[src/rtl/scr1_mem_arb_pkg.sv]
// Shared memory-interface types for the IMEM/DMEM arbiter: command, width,
// response and requester-id encodings plus arbiter FSM states.
package scr1_mem_arb_pkg;

    localparam int SCR1_MEM_DATA_WIDTH = 64;

    typedef enum logic {
        SCR1_MEM_CMD_RD = 1'b0,
        SCR1_MEM_CMD_WR = 1'b1
    } type_scr1_mem_cmd_e;

    typedef enum logic [1:0] {
        SCR1_MEM_WIDTH_BYTE  = 2'b00,
        SCR1_MEM_WIDTH_HWORD = 2'b01,
        SCR1_MEM_WIDTH_WORD  = 2'b10,
        SCR1_MEM_WIDTH_DWORD = 2'b11
    } type_scr1_mem_width_e;

    typedef enum logic [1:0] {
        SCR1_MEM_RESP_NOTRDY = 2'b00,
        SCR1_MEM_RESP_RDY_OK = 2'b01,
        SCR1_MEM_RESP_RDY_ER = 2'b10
    } type_scr1_mem_resp_e;

    typedef enum logic {
        SCR1_ARB_IMEM = 1'b0,
        SCR1_ARB_DMEM = 1'b1
    } type_scr1_arb_port_e;

    typedef enum logic {
        ARB_FREE = 1'b0,
        ARB_HOLD = 1'b1
    } type_scr1_arb_fsm_e;

    // Error responses complete a transaction just like OK ones.
    function automatic logic scr1_resp_valid(input type_scr1_mem_resp_e resp);
        return resp != SCR1_MEM_RESP_NOTRDY;
    endfunction

endpackage

[src/rtl/scr1_mem_arb_ord_fifo.sv]
// Order FIFO for the memory arbiter: remembers which requester owns each
// outstanding bridge transaction so responses can be routed back in order.
module scr1_arb_ord_fifo
    import scr1_mem_arb_pkg::*;
#(
    parameter int DEPTH = 4
) (
    input  logic                clk,
    input  logic                rst_n,
    input  logic                i_push,
    input  type_scr1_arb_port_e i_push_id,
    input  logic                i_pop,
    output type_scr1_arb_port_e o_head_id,
    output logic                o_empty,
    output logic                o_full
);

    localparam int PTR_W = $clog2(DEPTH);
    localparam int CNT_W = PTR_W + 1;
    localparam logic [CNT_W-1:0] FULL_CNT = CNT_W'(DEPTH);

    logic [PTR_W-1:0]    r_wptr;
    logic [PTR_W-1:0]    r_rptr;
    logic [CNT_W-1:0]    r_count;
    type_scr1_arb_port_e r_ids [DEPTH];

    logic w_push;
    logic w_pop;

    assign o_empty = (r_count == '0);
    assign o_full  = (r_count == FULL_CNT);
    assign w_push  = i_push & ~o_full;
    assign w_pop   = i_pop & ~o_empty;

    // Power-of-two depth lets the pointers wrap by natural overflow.
    always_ff @(posedge clk or negedge rst_n) begin
        if (!rst_n) begin
            r_wptr  <= '0;
            r_rptr  <= '0;
            r_count <= '0;
        end else begin
            if (w_push) begin
                r_wptr <= r_wptr + PTR_W'(1);
            end
            if (w_pop) begin
                r_rptr <= r_rptr + PTR_W'(1);
            end
            case ({w_push, w_pop})
                2'b10:   r_count <= r_count + CNT_W'(1);
                2'b01:   r_count <= r_count - CNT_W'(1);
                default: r_count <= r_count;
            endcase
        end
    end

    always_ff @(posedge clk) begin
        if (w_push) begin
            r_ids[r_wptr] <= i_push_id;
        end
    end

    assign o_head_id = r_ids[r_rptr];

endmodule

[src/rtl/scr1_mem_arb.sv]
// IMEM/DMEM arbiter in front of the AXI bridge. Tie-break is round-robin by
// default; defining SCR1_MEM_ARB_DMEM_PRIO_EN gives DMEM fixed priority.
module scr1_mem_arb
    import scr1_mem_arb_pkg::*;
#(
    parameter int ARB_ORD_DEPTH  = 4,
    parameter int ARB_ADDR_WIDTH = 32
) (
    input  logic                      clk,
    input  logic                      rst_n,

    input  logic                      i_imem_req,
    output logic                      o_imem_req_ack,
    input  type_scr1_mem_cmd_e        i_imem_cmd,
    input  type_scr1_mem_width_e      i_imem_width,
    input  logic [ARB_ADDR_WIDTH-1:0] i_imem_addr,
    input  logic [63:0]               i_imem_wdata,
    output logic [63:0]               o_imem_rdata,
    output type_scr1_mem_resp_e       o_imem_resp,

    input  logic                      i_dmem_req,
    output logic                      o_dmem_req_ack,
    input  type_scr1_mem_cmd_e        i_dmem_cmd,
    input  type_scr1_mem_width_e      i_dmem_width,
    input  logic [ARB_ADDR_WIDTH-1:0] i_dmem_addr,
    input  logic [63:0]               i_dmem_wdata,
    output logic [63:0]               o_dmem_rdata,
    output type_scr1_mem_resp_e       o_dmem_resp,

    output logic                      o_mem_req,
    input  logic                      i_mem_req_ack,
    output type_scr1_mem_cmd_e        o_mem_cmd,
    output type_scr1_mem_width_e      o_mem_width,
    output logic [ARB_ADDR_WIDTH-1:0] o_mem_addr,
    output logic [63:0]               o_mem_wdata,
    input  logic [63:0]               i_mem_rdata,
    input  type_scr1_mem_resp_e       i_mem_resp,
    input  logic                      i_mem_idle,

    output logic                      o_arb_idle,
    output logic                      o_arb_err
);

    type_scr1_arb_fsm_e  r_state;
    type_scr1_arb_fsm_e  w_state_next;
    type_scr1_arb_port_e r_owner;
    type_scr1_arb_port_e w_gnt;
    type_scr1_arb_port_e w_head_id;
    logic                w_gnt_req;
    logic                w_accept;
    logic                w_resp_vld;
    logic                w_pop;
    logic                w_full;
    logic                w_empty;
    logic                r_arb_err;

`ifndef SCR1_MEM_ARB_DMEM_PRIO_EN
    type_scr1_arb_port_e r_last_gnt;
`endif

    // HOLD keeps the owner stable until the bridge takes its request.
    always_comb begin
        w_gnt = SCR1_ARB_IMEM;
        if (r_state == ARB_HOLD) begin
            w_gnt = r_owner;
        end else if (i_imem_req && i_dmem_req) begin
`ifdef SCR1_MEM_ARB_DMEM_PRIO_EN
            w_gnt = SCR1_ARB_DMEM;
`else
            w_gnt = (r_last_gnt == SCR1_ARB_DMEM) ? SCR1_ARB_IMEM : SCR1_ARB_DMEM;
`endif
        end else if (i_dmem_req) begin
            w_gnt = SCR1_ARB_DMEM;
        end
    end

    assign w_gnt_req      = (w_gnt == SCR1_ARB_DMEM) ? i_dmem_req : i_imem_req;
    assign o_mem_req      = rst_n & w_gnt_req & ~w_full;
    assign w_accept       = o_mem_req & i_mem_req_ack;
    assign o_imem_req_ack = w_accept & (w_gnt == SCR1_ARB_IMEM);
    assign o_dmem_req_ack = w_accept & (w_gnt == SCR1_ARB_DMEM);

    always_comb begin
        o_mem_cmd   = i_imem_cmd;
        o_mem_width = i_imem_width;
        o_mem_addr  = i_imem_addr;
        o_mem_wdata = i_imem_wdata;
        if (w_gnt == SCR1_ARB_DMEM) begin
            o_mem_cmd   = i_dmem_cmd;
            o_mem_width = i_dmem_width;
            o_mem_addr  = i_dmem_addr;
            o_mem_wdata = i_dmem_wdata;
        end
    end

    always_comb begin
        w_state_next = r_state;
        case (r_state)
            ARB_FREE: begin
                if (o_mem_req && !i_mem_req_ack) begin
                    w_state_next = ARB_HOLD;
                end
            end
            ARB_HOLD: begin
                if (w_accept || !w_gnt_req) begin
                    w_state_next = ARB_FREE;
                end
            end
            default: w_state_next = ARB_FREE;
        endcase
    end

    always_ff @(posedge clk or negedge rst_n) begin
        if (!rst_n) begin
            r_state <= ARB_FREE;
            r_owner <= SCR1_ARB_IMEM;
        end else begin
            r_state <= w_state_next;
            if (r_state == ARB_FREE && w_state_next == ARB_HOLD) begin
                r_owner <= w_gnt;
            end
        end
    end

`ifndef SCR1_MEM_ARB_DMEM_PRIO_EN
    // Resetting to DMEM makes IMEM the winner of the first tie.
    always_ff @(posedge clk or negedge rst_n) begin
        if (!rst_n) begin
            r_last_gnt <= SCR1_ARB_DMEM;
        end else if (w_accept) begin
            r_last_gnt <= w_gnt;
        end
    end
`endif

    assign w_resp_vld = scr1_resp_valid(i_mem_resp);
    assign w_pop      = w_resp_vld & ~w_empty;

    scr1_arb_ord_fifo #(
        .DEPTH (ARB_ORD_DEPTH)
    ) u_ord_fifo (
        .clk       (clk),
        .rst_n     (rst_n),
        .i_push    (w_accept),
        .i_push_id (w_gnt),
        .i_pop     (w_pop),
        .o_head_id (w_head_id),
        .o_empty   (w_empty),
        .o_full    (w_full)
    );

    // A response with nothing outstanding is dropped for both ports.
    always_comb begin
        o_imem_resp  = SCR1_MEM_RESP_NOTRDY;
        o_imem_rdata = '0;
        o_dmem_resp  = SCR1_MEM_RESP_NOTRDY;
        o_dmem_rdata = '0;
        if (!w_empty) begin
            if (w_head_id == SCR1_ARB_IMEM) begin
                o_imem_resp  = i_mem_resp;
                o_imem_rdata = i_mem_rdata;
            end else begin
                o_dmem_resp  = i_mem_resp;
                o_dmem_rdata = i_mem_rdata;
            end
        end
    end

    always_ff @(posedge clk or negedge rst_n) begin
        if (!rst_n) begin
            r_arb_err <= 1'b0;
        end else if (w_resp_vld && w_empty) begin
            r_arb_err <= 1'b1;
        end
    end

    assign o_arb_err  = r_arb_err;
    assign o_arb_idle = i_mem_idle & w_empty;

endmodule

[config.mk]
export PLATFORM = sky130hd
export DESIGN_NAME = scr1_mem_arb
export DESIGN_NICKNAME = d
export VERILOG_FILES = /design/src/rtl/scr1_mem_arb_pkg.sv /design/src/rtl/scr1_mem_arb_ord_fifo.sv /design/src/rtl/scr1_mem_arb.sv
export SDC_FILE = /design/constraint.sdc
export NUM_CORES = 1
export LEC_CHECK = 0
export ABC_CLOCK_PERIOD_IN_PS = 6100
export CAP_MARGIN = 20
export CORE_AREA = 2 2 198 200
export DETAILED_ROUTE_END_ITERATION = 6
export DIE_AREA = 0 0 200 202
export PLACE_DENSITY = 0.45
export SETUP_SLACK_MARGIN = 0.4
export SLEW_MARGIN = 20
export SYNTH_ARGS = -nofsm -noshare
export SYNTH_HDL_FRONTEND = slang
export SYNTH_HIERARCHICAL = 1
export SYNTH_SLANG_ARGS = --single-unit
[constraint.sdc]
create_clock -name clk -period 6.1 [get_ports clk]
set_input_delay 1.22 -clock clk [delete_from_list [all_inputs] [get_ports clk]]
set_output_delay 1.22 -clock clk [all_outputs]
set_load 0.03 [all_outputs]
==> key figures, run 1 <==
Timing
  • Final number of max-transition violations: 0
  • Worst-margin pin slew: 0.786 ns
  • Period utilization: 81.1%
  • Setup Viol. Count Final: 0
  • Setup ws final: 1.15 ns
  • Fmax: 0.202 GHz
  • Fin. Hold Viols: 0
  • WHS: 0.480 ns
  • Rel. slew slack: 47.6%
  • RSZ-0062 raised after global routing: false
  • TNS Setup: 0 ns
  • Fin crit period: 4.95 ns
  • Clock Skew: 0.00140 ns

Detailed routing
  • Drc violations: 0
  • Drt via density: 3.09
  • Via count: 4133
  • Post-DR wirelength/cell: 17.3 um
  • Iter 0 DRT Violations: 122
  • Routed WL: 23100 um
  • Final ANT Viol Nets: 0
  • DRT Pass-1 Iters: 4

Global routing
  • Antenna violations before repair: 0
  • Global Route Usage Sum: 10.3%
  • Vias in the first global route: 4003
  • Largest net degree at the start of global routing: 102
  • First-pass GRT wire length: 30200 um
  • Met3 usage in global routing: 1.17%
  • Met2 Track Usage GR: 18.5%
  • Met1 Usage GRT: 13.9%
  • Grt total ovfl: 0
  • Busiest grt layer: met2

Setup path
  • Slowest cell delay on critical path: 0.71 ns
  • Crit path max-delay family: buffers and inverters
  • CP endpoint kind: output port
  • Crit path DAT: 3.73 ns
  • R2R depth: 12
  • Critical-path top delay cell: clkdlybuf4s50_1
  • Cell mode on critical path: clkdlybuf4s50_1
  • CP max FO: 101
  • Worst path cell trace: clkdlybuf4s50_1 > nor2b_1 > a22oi_2 > buf_12 > mux2_4 > clkdlybuf4s50_1
  • Worst setup SP type: primary input
  • Launching point of the worst reg2reg path: u_ord_fifo/r_count[0]
  • Worst path depth: 6
  • Critical path origin: i_dmem_req
  • CP Capture Point: o_mem_wdata[9]
  • RR Endpoint: u_ord_fifo/r_count[2]
  • CP Buf/Inv Count: 3
  • R2R setup slack: 3.52 ns
  • Required time worst endpoint: 4.88 ns
  • Critical path type: in2out

Clock tree
  • H-tree levels: 1
  • Hold buffer count at cts: 0
  • Setup bufs post-CTS: 0
  • Worst-path clk slew: 0.05 ns
  • CTS sink count: 15
  • Num CTS Buffers: 3
  • Post-cts sizing count: 0
  • Clock root buffer: clkbuf_16
  • Max clock buf depth: 2
  • Skew-Pair Late Insertion Delay: 0.25 ns
  • CTS tree: yes

Pwr
  • Reg power frac: 5.0%
  • Peak VDD IR: 0.213 mV
  • P_leak: 3.55 nW
  • Overall Power: 3.75 mW
  • Clock share of power: 3.5%
  • Power Internal: 1.81 mW
  • P_sw: 1.94 mW
  • Combinational cell fraction of total power: 91.5%
  • PD cells: 418 nW/um^2
  • Switching share of power: 51.9%

Floorplanning
  • Initial Utilization: 8.85%
  • Die width: 200 um
  • Core Rows: 72
  • Die area: 40400 um^2
  • Die height: 202 um
  • Core box area: 38300 um^2
  • Ports: 506

Finish
  • Nets: 1094
  • Layout cells sized above 1: 14.9%
  • Final Core Density: 23.4%
  • Most frequent cells in the layout: clkdlybuf4s50_1, and2_1, mux2_4
  • Final std cells w/o fill: 1336
  • Leading cell type in the layout, fill and taps excluded: clkdlybuf4s50_1
  • Post-route cell area: 8970 um^2
  • Area delta synth->final: 165%

Placed design
  • I/O Buffers: 505
  • Pre-CTS WS: 1.14 ns
  • Gpl congestion: 0.770
  • Dpl cell area: 8890 um^2
  • Placed Cells: 1331
  • Hpwl dp: 20500 um

Synthesis
  • Synthesized area: 3390 um^2
  • #FFs+latches synth: 15
  • Post-synth top flop: dfrtp_1
  • Syn_nets: 605
  • Unique masters post-synth: 35
  • Share of the yosys chip area belonging to registers: 11.7%
  • Number of synthesis warnings: 6
  • Asr flop ratio synth: 73.3%
  • Syn_area_per_cell: 10.3 um^2
  • Post-Syn Instances: 329
  • Number of synthesized flops with an enable pin: 4

Hold path
  • Hold path depth: 1
  • Worst Hold Class: reg2reg

Status
  • Status: finished, final reports clean

Job
  • Max-cap viol count: 0
## layer usage
layer  vias up  wire [um]
met5         -          0
met4         0         18
met3         2       1100
met2       134      11800
met1      1921      10200
li1       2076          -
## how the worst min path moves through the flow
stage                         startpoint                   end  slack (ns)
floorplan           u_ord_fifo/r_rptr[1]  u_ord_fifo/r_rptr[1]        0.45
global placement               o_arb_err             o_arb_err        0.47
detailed placement  u_ord_fifo/r_rptr[1]  u_ord_fifo/r_rptr[1]        0.48
CTS                 u_ord_fifo/r_rptr[1]  u_ord_fifo/r_rptr[1]        0.49
global route                   o_arb_err             o_arb_err        0.51
finish                         o_arb_err             o_arb_err        0.48
## cell usage after synthesis, types with 2 or more instances
cell type  count  area (um^2)
mux2_2        12          135
inv_1          8         30.0
nand2b_1       2         12.5
xnor2_1        3         26.3
o21ai_0        2         10.0
clkbuf_1      12         45.0
nor2b_1        2         12.5
mux2_4        90         1350
and2_2         2         15.0
buf_12        10          200
dfrtp_1       10          250
buf_1          2         7.51
xor2_1         3         26.3
nor2_1         8         30.0
and2_1       135          845
ha_1           5         62.6
edfxtp_1       4          120
nand2_1        2         7.51
## sequential cells by signal, indices dropped and copies added, names as in the netlist
signal / flops
u_ord_fifo/r_ids: 4
u_ord_fifo/r_count: 3
u_ord_fifo/r_rptr: 2
u_ord_fifo/r_wptr: 2
o_arb_err: 1
r_last_gnt: 1
r_owner: 1
r_state: 1
## power by group through the flow
stage | clock network, mW | logic [mW] | registers [mW]
after global placement | 0 | 3.47 | 0.191
after CTS | 0.133 | 3.48 | 0.190
after detailed placement | 0 | 3.47 | 0.190
after floorplan | 0 | 2.16 | 0.182
after global routing | 0.138 | 3.60 | 0.195
final | 0.131 | 3.43 | 0.188
## cells by family after synthesis
logic type	share of synthesized area, %
AO/OA/AOI/OAI	1.77
AND/OR/NAND/NOR	29.0
XOR/XNOR	1.55
flip-flops	11.7
buffers and inverters	8.68
adder cells (fa/ha/maj)	2.44
multiplexers	44.8
## area by class of cell
class | count | area (um^2)
clock inverters | 1 | 5.00
well taps | 518 | 648
fillers | 4163 | 29300
flip-flops and latches | 15 | 397
repair buffers | 509 | 5100
inverters | 9 | 33.8
diodes | 1 | 2.50
clock buffers | 3 | 75.1
multi-input cells | 280 | 2710
(Power assumes the default switching activity.)
==> inputs of run 2 (changes only) <==
--- a/config.mk
+++ b/config.mk
@@ -5,12 +5,12 @@
 export SDC_FILE = /design/constraint.sdc
 export NUM_CORES = 1
 export LEC_CHECK = 0
-export ABC_CLOCK_PERIOD_IN_PS = 6100
+export ABC_CLOCK_PERIOD_IN_PS = 3960
 export CAP_MARGIN = 20
-export CORE_AREA = 2 2 198 200
+export CORE_AREA = 2 2 197 199
 export DETAILED_ROUTE_END_ITERATION = 6
-export DIE_AREA = 0 0 200 202
-export PLACE_DENSITY = 0.45
+export DIE_AREA = 0 0 199 201
+export PLACE_DENSITY = 0.47
 export SETUP_SLACK_MARGIN = 0.4
 export SLEW_MARGIN = 20
 export SYNTH_ARGS = -nofsm -noshare
==> constraint.sdc (replaced) <==
create_clock -name clk -period 3.96 [get_ports clk]
set_input_delay 0.792 -clock clk [delete_from_list [all_inputs] [get_ports clk]]
set_output_delay 0.792 -clock clk [all_outputs]
set_load 0.03 [all_outputs]
==> run 2 against run 1 <==
Via count grew 2.0%; flip-flop and latch count is the same; cell area up 0.42%.
==> key figures, run 2 (same netlist as run 1, synthesis figures left out) <==
Detailed routing
  • DRT Pass-1 Iters: 4 (unchanged)
  • Via count: 4214 (+2.0%)
  • Post-DR wirelength/cell: 16.2 um (-6.4%)
  • Drt via density: 3.11 (+0.53%)
  • Routed WL: 22000 um (-5.1%)
  • Final ANT Viol Nets: 0 (unchanged)
  • Iter 0 DRT Violations: 134 (+9.8%)
  • Drc violations: 0 (unchanged)

Timing
  • TNS Setup: 0 ns (unchanged)
  • Setup Viol. Count Final: 0 (unchanged)
  • Worst-margin pin slew: 0.428 ns (-0.358 ns)
  • RSZ-0062 raised after global routing: true
  • Fmax: 0.287 GHz
  • Clock Skew: 0.000705 ns (-0.000697 ns)
  • Period utilization: 88.1%
  • Rel. slew slack: 71.4% (+24 points)
  • Final number of max-transition violations: 0 (unchanged)
  • Fin. Hold Viols: 0 (unchanged)
  • Fin crit period: 3.49 ns

Finish
  • Nets: 1113 (+1.7%)
  • Sequential cell area: 397 um^2 (unchanged)
  • Max reg flops: 4 (unchanged)
  • Layout cells sized above 1: 21.5% (+6.6 points)
  • Top Registers: u_ord_fifo/r_ids x4, u_ord_fifo/r_count x3
  • Post-route cell area: 9010 um^2 (+0.42%)
  • Area delta synth->final: 166%
  • Most frequent cells in the layout: clkdlybuf4s50_1, and2_1, mux2_4
  • Multi-input logic area: 2720 um^2 (+0.23%)
  • Biggest register: u_ord_fifo/r_ids
  • Fillers: 4159 (-0.096%)
  • Leading cell type in the layout, fill and taps excluded: clkdlybuf4s50_1

Clock tree
  • H-tree levels: 1 (unchanged)
  • Clock root buffer: clkbuf_16
  • Num CTS Buffers: 3 (unchanged)
  • Skew-Pair Late Insertion Delay: 0.24 ns (about the same)
  • Hold buffer count at cts: 0 (unchanged)
  • CTS sink count: 15 (unchanged)
  • CTS tree: yes
  • Max clock buf depth: 2 (unchanged)
  • Worst-path clk slew: 0.05 ns (about the same)

Floorplanning
  • Core box area: 38100 um^2 (-0.47%)
  • Ports: 506 (unchanged)
  • Core Rows: 72 (unchanged)
  • Die width: 199 um (-0.50%)
  • Die area: 40000 um^2 (-0.99%)
  • Initial Utilization: 8.89% (+0.042 points)
  • Die height: 201 um (-0.50%)

Job
  • Max-cap viol count: 0 (unchanged)

Global routing
  • First-pass GRT wire length: 29500 um (-2.4%)
  • Vias in the first global route: 4017 (+0.35%)
  • Largest net degree at the start of global routing: 62 (-39%)
  • Global Route Usage Sum: 10.0% (-0.34 points)
  • Antenna violations before repair: 1 (+1)
  • Grt total ovfl: 0 (unchanged)

Setup path
  • CP endpoint kind: output port
  • Critical path type: in2out
  • Required time worst endpoint: 3.17 ns (-1.71 ns)
  • Worst setup SP type: primary input
  • CP max FO: 28 (-72%)
  • Crit path DAT: 2.69 ns (-1.04 ns)

Pwr
  • Peak VDD IR: 0.318 mV (+50%)
  • P_leak: 3.81 nW (+7.2%)
  • PD cells: 647 nW/um^2 (+55%)
  • Overall Power: 5.83 mW (+56%)

Hold path
  • Worst Hold Class: reg2reg

Placed design
  • I/O Buffers: 505 (unchanged)
  • Gpl congestion: 0.803 (+4.3%)
  • Dpl cell area: 9000 um^2 (+1.3%)
  • Hpwl dp: 19700 um (-3.8%)

Status
  • Status: finished, final reports clean
-- run 2: cell types whose count changed in the layout (fill, tap and decap cells not counted), sizes merged --
| cell | change |
|---|---|
| clkinv | -1 |
| dlygate4sd2 | +50 |
| clkdlybuf4s50 | -102 |
| dlymetal6s2s | +3 |
| clkbuf | +18 |
| nor2 | +1 |
| buf | +41 |
| clkdlybuf4s15 | +9 |
-- run 2: layer usage --
metal	up-vias	global-route usage, %	part of all wire, %
met5	-	0	0
met4	0	0.693	0.37
met3	7	1.53	5.3
met2	136	18.4	52
met1	1960	12.7	42
li1	2111	-	-
-- run 2: cell type report --
cell class                      count  area share (%)
Timing Repair Buffer              527            56.9
Multi-Input combinational cell    281            30.2
Tap cell                          518            7.19
Sequential cell                    15            4.40
Clock buffer                        4           0.875
Inverter                            9           0.375
Antenna cell                        1          0.0278
-- run 2: critical path: stages --
cell and delay, ns:
clkdlybuf4s50_1 0.46, nor2b_1 0.17, a22oi_2 0.17, buf_12 0.19, buf_16 0.22, mux2_4 0.32, dlygate4sd2_1 0.35
-- run 2: final timing paths --
kind	from	endpoint	slack (ns)	cells after the start
worst max-delay path	i_dmem_req	o_mem_wdata[13]	0.47	7
worst min register to register	u_ord_fifo/r_rptr[1]	u_ord_fifo/r_rptr[1]	0.48	1
max in group asynchronous	rst_n	u_ord_fifo/r_count[2]	2.69	2
worst max register to register	u_ord_fifo/r_count[0]	u_ord_fifo/r_count[2]	1.43	12
worst min-delay path	u_ord_fifo/r_rptr[1]	u_ord_fifo/r_rptr[1]	0.48	1
min in group asynchronous	rst_n	r_owner	0.83	1
-- run 2: stage by stage --
stage / hold WS (ns) / setup slack [ns] / std cells / util, %
2_1_floorplan: 0.453 / 1.36 / 329 / -
3_3_place_gp: 0.479 / 0.233 / 1344 / 23.6
3_5_place_dp: 0.477 / 0.199 / 1344 / 23.6
4_1_cts: 0.488 / 0.416 / 1352 / 23.7
5_1_grt: 0.524 / 0.341 / 1354 / 23.6
6_report: 0.485 / 0.473 / 1355 / 23.6
-- run 2: what timing repair did --
item                                    4_1_cts  5_1_grt
pin swaps                                     1        0
cloned                                        1        0
endpoints found under the setup margin      125       66
resized for setup                            76       47
setup buffers                                 3        2
-- run 2: power by group --
group | switching, mW | internal [mW] | total, mW
Combinational | 2.93 | 2.42 | 5.35
Sequential | 0.0616 | 0.228 | 0.290
Clock | 0.0574 | 0.136 | 0.193
Total | 3.04 | 2.79 | 5.83
